--- src/rtl/decoder_1x2_rr_arbiter_pkg.sv ---
// Shared definitions for the two-requester round-robin arbiter:
// state encoding, default parameter values and the tie-break helper.
package decoder_1x2_rr_arbiter_pkg;

    // Arbiter state encoding. 2'b11 is unused and is steered back to IDLE.
    typedef enum logic [1:0] {
        ST_IDLE  = 2'b00,
        ST_GRANT = 2'b01,
        ST_GAP   = 2'b10
    } arb_state_e;

    // Default hold limit and hold counter width.
    localparam int MAX_HOLD_DEF = 15;
    localparam int CNT_W_DEF    = 4;

    // Pick the next owner from a non-zero request vector.
    // A single request wins outright; a tie goes to the priority pointer.
    function automatic logic pick_owner(input logic [1:0] req, input logic prio);
        logic sel;
        case (req)
            2'b01:   sel = 1'b0;
            2'b10:   sel = 1'b1;
            2'b11:   sel = prio;
            default: sel = 1'b0;
        endcase
        return sel;
    endfunction

endpackage

--- src/rtl/decoder_1x2_rr_arbiter_nand.sv ---
// 1-to-2 decoder built from NAND terms: sel=0 drives y=01, sel=1 drives y=10.
// The arbiter gates its output, so this block has no enable of its own.
module decoder_1x2_nand (
    input  logic       sel,
    output logic [1:0] y
);

    logic sel_n;

    // Inverter formed as a NAND with both inputs tied together.
    assign sel_n = ~(sel & sel);

    // Line 0 is selected by the inverted select, line 1 by a second inversion.
    assign y[0] = sel_n;
    assign y[1] = ~(sel_n & sel_n);

endmodule

--- src/rtl/decoder_1x2_rr_arbiter.sv ---
// Two-requester round-robin arbiter with hold-time limiting and a one-cycle
// break-before-make gap. The registered owner bit is expanded to a one-hot
// grant by the NAND decoder and gated so that gnt is 00 outside GRANT.
// All outputs come straight from flops or from flops through the decoder;
// req/rel only influence the next state.
module decoder_1x2_rr_arbiter
    import decoder_1x2_rr_arbiter_pkg::*;
#(
    parameter int MAX_HOLD = MAX_HOLD_DEF,
    parameter int CNT_W    = CNT_W_DEF
) (
    input  logic       clk,
    input  logic       rst,
    input  logic [1:0] req,
    input  logic [1:0] rel,
    output logic [1:0] gnt,
    output logic       owner,
    output logic       busy,
    output logic       timeout
);

    // The revoke compares against MAX_HOLD-1, so the counter must be able
    // to hold that value without wrapping.
    generate
        if (MAX_HOLD < 1 || MAX_HOLD > (2 ** CNT_W) - 1) begin : g_bad_max_hold
            $error("decoder_1x2_rr_arbiter: MAX_HOLD=%0d is outside 1..%0d for CNT_W=%0d",
                   MAX_HOLD, (2 ** CNT_W) - 1, CNT_W);
        end
    endgenerate

    localparam logic [CNT_W-1:0] HOLD_LAST = CNT_W'(MAX_HOLD - 1);
    localparam logic [CNT_W-1:0] CNT_ONE   = CNT_W'(1);

    arb_state_e       state_q, state_d;
    logic             owner_q, owner_d;
    logic             prio_q, prio_d;
    logic [CNT_W-1:0] hold_cnt_q, hold_cnt_d;
    logic             timeout_q, timeout_d;

    logic             owner_rel;
    logic             owner_drop;
    logic             hold_last;
    logic [1:0]       dec_raw;

    // Exit conditions seen from the current owner only; the other rel bit
    // is never looked at.
    assign owner_rel  = rel[owner_q];
    assign owner_drop = ~req[owner_q];
    assign hold_last  = (hold_cnt_q == HOLD_LAST);

    // Next-state, owner, priority pointer, hold counter and timeout pulse.
    always_comb begin
        state_d    = state_q;
        owner_d    = owner_q;
        prio_d     = prio_q;
        hold_cnt_d = hold_cnt_q;
        timeout_d  = 1'b0;

        case (state_q)
            ST_IDLE: begin
                if (req != 2'b00) begin
                    owner_d    = pick_owner(req, prio_q);
                    hold_cnt_d = '0;
                    state_d    = ST_GRANT;
                end
            end

            ST_GRANT: begin
                hold_cnt_d = hold_cnt_q + CNT_ONE;
                if (owner_rel || owner_drop || hold_last) begin
                    state_d    = ST_GAP;
                    prio_d     = ~owner_q;
                    hold_cnt_d = '0;
                    // A voluntary release or abandon on the limit cycle is
                    // not a forced revoke, so no pulse in that case.
                    timeout_d  = hold_last & ~owner_rel & ~owner_drop;
                end
            end

            ST_GAP: begin
                state_d = ST_IDLE;
            end

            default: begin
                state_d = ST_IDLE;
            end
        endcase
    end

    // State, owner, pointer, counter and pulse registers with sync reset.
    always_ff @(posedge clk) begin
        if (rst) begin
            state_q    <= ST_IDLE;
            owner_q    <= 1'b0;
            prio_q     <= 1'b0;
            hold_cnt_q <= '0;
            timeout_q  <= 1'b0;
        end else begin
            state_q    <= state_d;
            owner_q    <= owner_d;
            prio_q     <= prio_d;
            hold_cnt_q <= hold_cnt_d;
            timeout_q  <= timeout_d;
        end
    end

    // Raw one-hot for the registered owner.
    decoder_1x2_nand u_dec (
        .sel (owner_q),
        .y   (dec_raw)
    );

    assign busy    = (state_q == ST_GRANT);
    assign gnt     = dec_raw & {2{busy}};
    assign owner   = owner_q;
    assign timeout = timeout_q;

endmodule

--- config.mk ---
export PLATFORM = sky130hd
export DESIGN_NAME = decoder_1x2_rr_arbiter
export DESIGN_NICKNAME = d
export VERILOG_FILES = /design/src/rtl/decoder_1x2_rr_arbiter_pkg.sv /design/src/rtl/decoder_1x2_rr_arbiter_nand.sv /design/src/rtl/decoder_1x2_rr_arbiter.sv
export SDC_FILE = /design/constraint.sdc
export NUM_CORES = 1
export LEC_CHECK = 0
export CAP_MARGIN = 20
export CORE_AREA = 2 2 39 41
export DETAILED_ROUTE_END_ITERATION = 12
export DIE_AREA = 0 0 41 43
export GPL_TIMING_DRIVEN = 0
export PLACE_DENSITY_LB_ADDON = 0.25
export SKIP_LAST_GASP = 1
export SLEW_MARGIN = 40
export SYNTH_ARGS = -nofsm -noshare
export SYNTH_HDL_FRONTEND = slang
export SYNTH_SLANG_ARGS = --single-unit
--- constraint.sdc ---
create_clock -name clk -period 2.3 [get_ports clk]
set_clock_uncertainty 0.15 [all_clocks]
set_input_delay 0.46 -clock clk [delete_from_list [all_inputs] [get_ports clk]]
set_output_delay 0.46 -clock clk [all_outputs]
set_load 0.1 [all_outputs]
==> results of run 1 <==
[metal layers]
metal	up-vias	routed length, µm	global-route usage, %
met5	-	0	0
met4	0	30	10.0
met3	5	69	3.14
met2	14	448	20.6
met1	193	501	18.8
li1	229	-	-
[path summary, 6_finish.rpt]
path	from	endpoint	slack [ps]
worst max-delay path	state_q[0]	gnt[1]	250
worst max register to register	hold_cnt_q[0]	prio_q	680
worst min-delay path	hold_cnt_q[1]	hold_cnt_q[1]	360
worst min register to register	hold_cnt_q[1]	hold_cnt_q[1]	360
[cell type report]
class | instances | area share, %
inverter | 4 | 2.36
multi-input combinational | 40 | 50.3
tap | 16 | 3.14
timing repair buffer | 10 | 11.8
clock buffer | 4 | 4.13
sequential | 9 | 28.3
[sequential cells by signal, summed over array words and instances, names as in the netlist]
name	flops
owner	1
state_q	2
timeout	1
hold_cnt_q	4
prio_q	1
[Yosys cell counts]
cell type	n
a211oi_1	1
a2111oi_2	1
nor3_1	2
nor2b_1	2
xor2_1	1
nand2_1	1
and2b_2	1
and2_2	2
o21ai_2	1
a21oi_1	2
dfxtp_1	9
o311a_2	1
or2b_1	1
o21ai_0	2
nor3b_2	2
nand3_1	4
o211ai_1	3
o21a_1	1
o2bb2ai_1	2
nand3b_1	1
a21bo_2	1
and3_1	1
or3b_1	1
o2111ai_1	2
ha_1	2
inv_1	4
and3b_4	1
nor2_1	1
[stage by stage]
step	setup TNS [ps]	power (mW)	hold WS (ps)
6_report	0	0.406	356
5_1_grt	0	0.431	383
4_1_cts	0	0.413	360
3_5_place_dp	0	0.286	348
3_3_place_gp	-416	0.291	338
2_1_floorplan	0	0.260	328
[power groups by stage]
stage	clock [mW]	sequential [mW]	combinational [mW]
after floorplan	0	0.187	0.0732
after global placement	0	0.178	0.113
after detailed placement	0	0.178	0.107
after CTS	0.130	0.175	0.108
after global routing	0.141	0.176	0.114
final	0.125	0.175	0.107
[cells by family (layout without fill, tap and decap cells)]
group	after synthesis	in the layout	synth area share, %
buf+inv	4	18	2.95
xor+xnor	1	1	1.72
simple gates	20	20	27.8
fa+ha+maj	2	2	4.93
flops	9	9	35.5
compound gates	17	17	27.1
[layout by cell type (no fill, tap or decap)]
| cell | count |
|---|---|
| nor3_1 | 2 |
| o21ai_0 | 2 |
| a21bo_2 | 1 |
| o2bb2ai_1 | 2 |
| a2111oi_2 | 1 |
| nand3b_1 | 1 |
| o2111ai_1 | 2 |
| or2b_1 | 1 |
| inv_1 | 4 |
| clkbuf_1 | 1 |
| nor2b_4 | 1 |
| and3_1 | 1 |
| nor2_1 | 1 |
| o21ai_2 | 1 |
| nor3b_2 | 2 |
| a21oi_1 | 2 |
| nand3_1 | 4 |
| and3b_4 | 1 |
| nor2b_1 | 1 |
| and2b_2 | 1 |
| and2_2 | 2 |
| ha_1 | 2 |
| xor2_1 | 1 |
| buf_2 | 5 |
| dfxtp_1 | 9 |
| a211oi_1 | 1 |
| o311a_2 | 1 |
| o211ai_1 | 3 |
| nand2_1 | 1 |
| or3b_1 | 1 |
| clkdlybuf4s50_1 | 5 |
| o21a_1 | 1 |
| clkbuf_4 | 3 |
==> qor.csv, run 1 <==
metric,value,unit
post_dp_cell_area,611,µm²
finalSetupViolCount,0,
reg2reg_depth,5,
max-clock-path-buffers,2,
yosys_warnings,0,
grt_max_degree,10,
clkSlewWorstSetupHoldPaths,60,ps
cts_hold_buf,0,
irDropWorstVdd,0.317,mV
syn_nets,61,
first_iter_violations,11,
synth.distinct_cells,28,
path_buf_inv,1,
synth_area,508,µm²
fin_cells,83,
syn_area_per_cell,9.58,µm²
fillers,147,
regArea,180,µm²
drc,0,
start_util,36.7,%
dieArea,1760,µm²
seqPwrFrac,42.9,%
diodes,0,
clock_sinks,9,
rsz0062_at_grt,no,
hpwl,777,µm
p_clk_share,30.7,%
placementRows,14,
yosys-top-cells-area,"dfxtp_1 (35%), ha_1 (4.9%), nor3b_2 (4.9%), o211ai_1 (4.4%), nand3_1 (3.9%)",
whs_path_depth,1,
grt.overflow.total,0,
dr_total_vias,441,
cts_setup_buffers,0,
routedWlPerCell,12.6,µm
coreArea,1380,µm²
grt_pass1_vias,414,
path_cells,nor2b_4 > and2_2 > buf_2,
synthCells,53,
cpMaxStageDelayCell,buf_2,
fin_ws,247,ps
drtPass1Iterations,4,
status,finished clean,
critPathArrivalTime,1440,ps
gp_congestion,0.733,
stdcell_area,637,µm²
start_kind,flip-flop,
preCtsSetupSlack,281,ps
vias_per_cell,5.31,
ctsRootBufferMaster,clkbuf_4,
clock_latency,260,ps
io_pins,11,
antenna_found_initial,0,
switchingPower,0.143,mW
finish.net_count,76,
cts_tree,yes,
area_growth_syn_to_layout,25.4,%
ys_ff_latch,9,
switching_share,35.1,%
worstPathRequired,1690,ps
synth_seq_area_share,35.5,%
hold_class,reg2reg,
cp_slowest_stage_delay,410,ps
layout-drive-gt1-share,28.4,%
cap_viol_max_count,0,
cts_resized,0,
pwr_density_cell,638,nW/µm²
end_kind,primary output,
port_buffers,10,
finalWirelength,1050,µm
cts-buffers-inserted,3,
yosysTopAreaCell,dfxtp_1,
cp_top_family,buffers and inverters,
power.internal,0.264,mW
crit_fanout,5,
final_util,46.0,%
grt_usage,14.6,%
dieWidth,41,µm
crit_type,reg2out,
multi_input_area,320,µm²
power.leakage,0.254,nW
yosysTopAreaCellShare,35.5,%
tightestPinTransition,481,ps
max_freq,487,MHz
worst-path-stages,3,
die_y,43,µm
fin_crit,2050,ps
hold_viol,0,
pwr-share-comb,26.3,%
maxSlewViolCount,0,
antenna_left,0,
dp.cells,79,
fin_crit_sh,89.2,%
grt_pass1_wl,1710,µm
htree_levels,1,
max-slew-margin-rel,67.7,%
Power figures use the tool's default switching activity.
==> run 2, diff against run 1 <==
--- a/config.mk
+++ b/config.mk
@@ -7,6 +7,7 @@
 export LEC_CHECK = 0
 export CAP_MARGIN = 20
 export CORE_AREA = 2 2 39 41
+export CTS_BUF_LIST = sky130_fd_sc_hd__clkbuf_8 sky130_fd_sc_hd__clkbuf_16
 export DETAILED_ROUTE_END_ITERATION = 12
 export DIE_AREA = 0 0 41 43
 export GPL_TIMING_DRIVEN = 0
==> run 2 against run 1 <==
Compared with the run above:
- global-route usage decreased by 0.22 points
- cell count did not move
- clock power is 42% higher
- hold slack worse by 3.7 ps
- sequential cell count did not move
- clock-buffer cell count fell by 1
- final area grew 2.9%
- die area is the same
- power increased by 13%
==> qor.csv, run 2 (same netlist as run 1, synthesis figures left out) <==
metric,value,unit
worstPathRequired,1690,ps
clkSlewWorstSetupHoldPaths,40,ps
cp_slowest_stage_delay,410,ps
antenna_found_initial,0,
drtPass1Iterations,4,
dieWidth,41,µm
coreArea,1380,µm²
first_iter_violations,4,
pwr_density_cell,702,nW/µm²
placementRows,14,
grt_usage,14.3,%
hold_viol,0,
irDropWorstVdd,0.336,mV
ctsRootBufferMaster,clkbuf_8,
grt_pass1_vias,407,
crit_type,reg2out,
top_regs,"hold_cnt_q x4, state_q x2",
grt.overflow.total,0,
finalSetupViolCount,0,
fin_ws,291,ps
vias_per_cell,5.23,
max-clock-path-buffers,2,
end_kind,primary output,
path_cells,nor2b_4 > and2_2 > buf_2,
area_growth_syn_to_layout,29.1,%
cts_hold_buf,0,
largest_reg_flops,4,
whs,352,ps
gp_congestion,0.733,
cts_resized,0,
preCtsSetupSlack,281,ps
clock_latency,230,ps
fin_tns_setup,0,ps
grt_max_degree,10,
layout_common_cells,"dfxtp_1 (9), inv_1 (5), clkdlybuf4s50_1 (5), buf_2 (5), nand3_1 (4)",
io_pins,11,
crit_fanout,5,
final_util,47.4,%
start_kind,flip-flop,
drc,0,
rsz0062_at_grt,no,
dr_total_vias,434,
grt_pass1_wl,1690,µm
power.leakage,0.266,nW
antenna_left,0,
fillers,142,
tightestPinTransition,484,ps
top_register,hold_cnt_q,
routedWlPerCell,12.3,µm
start_util,36.7,%
finish.net_count,76,
fin_crit_sh,87.3,%
max-slew-margin-rel,67.5,%
finalWirelength,1020,µm
cpMaxStageDelayCell,buf_2,
cts_tree,yes,
maxSlewViolCount,0,
layout_commonest_cell,dfxtp_1,
htree_levels,1,
cts_setup_buffers,0,
critPathArrivalTime,1400,ps
dieArea,1760,µm²
fin_crit,2010,ps
r2r_slack,690,ps
cap_viol_max_count,0,
port_buffers,10,
die_y,43,µm
clock_sinks,9,
max_freq,498,MHz
hpwl,777,µm
layout-drive-gt1-share,28.4,%
diodes,0,
cts-buffers-inserted,3,
hold_class,reg2reg,
status,finished clean,
run 2: cell types whose count changed in the layout (fill, tap and decap cells not counted):
cell,change
clkbuf_8,+3
clkbuf_4,-3
clkbuf_1,-1
inv_1,+1
run 2: worst paths after layout:
path,from,endpoint,cells past startpoint
min,hold_cnt_q[1],hold_cnt_q[1],1
max reg2reg,hold_cnt_q[0],prio_q,5
min reg2reg,hold_cnt_q[1],hold_cnt_q[1],1
max,state_q[0],gnt[1],3
run 2: cell type report:
type                       instances  area (µm²)  area share, %
clock inverter                     1        3.75          0.573
inverter                           4        15.0           2.29
multi-input combinational         40         320           48.9
clock buffer                       3        41.3           6.30
sequential                         9         180           27.5
tap                               16        20.0           3.05
timing repair buffer              10        75.1           11.5
run 2: layer usage:
| layer | GRT usage, % | vias up | wire length (µm) |
|---|---|---|---|
| li1 | - | 229 | - |
| met1 | 18.7 | 190 | 483 |
| met2 | 20.0 | 13 | 446 |
| met3 | 3.14 | 2 | 70 |
| met4 | 10.0 | 0 | 19 |
| met5 | 0 | - | 0 |
run 2: critical path: cells and delay by family, from the launching register on:
family,cells,cell delay (ps)
DFF,1,390
and+or+nand+nor,2,360
buffers and inverters,1,410
run 2: stage by stage:
stage          cell area [µm²]  power (mW)  cells
2_1_floorplan              515       0.260     53
3_3_place_gp               636       0.291     79
3_5_place_dp               611       0.286     79
4_1_cts                    656       0.470     83
5_1_grt                    656       0.484     83
6_report                   656       0.460     83
run 2: report_power, final:
part	total, mW	switching (mW)	internal (mW)	leakage [nW]
Clock	0.178	0.0621	0.116	0.0269
Combinational	0.107	0.0737	0.0332	0.166
Sequential	0.175	0.0109	0.164	0.0733
==> run 3, diff against run 2 <==
--- a/config.mk
+++ b/config.mk
@@ -8,10 +8,12 @@
 export CAP_MARGIN = 20
 export CORE_AREA = 2 2 39 41
 export CTS_BUF_LIST = sky130_fd_sc_hd__clkbuf_8 sky130_fd_sc_hd__clkbuf_16
+export CTS_CLUSTER_DIAMETER = 80
 export DETAILED_ROUTE_END_ITERATION = 12
 export DIE_AREA = 0 0 41 43
 export GPL_TIMING_DRIVEN = 0
 export PLACE_DENSITY_LB_ADDON = 0.25
+export SKIP_CTS_REPAIR_TIMING = 1
 export SKIP_LAST_GASP = 1
 export SLEW_MARGIN = 40
 export SYNTH_ARGS = -nofsm -noshare
==> results of run 3 <==
Final layout, timing and power as in run 2 (identical DEF).
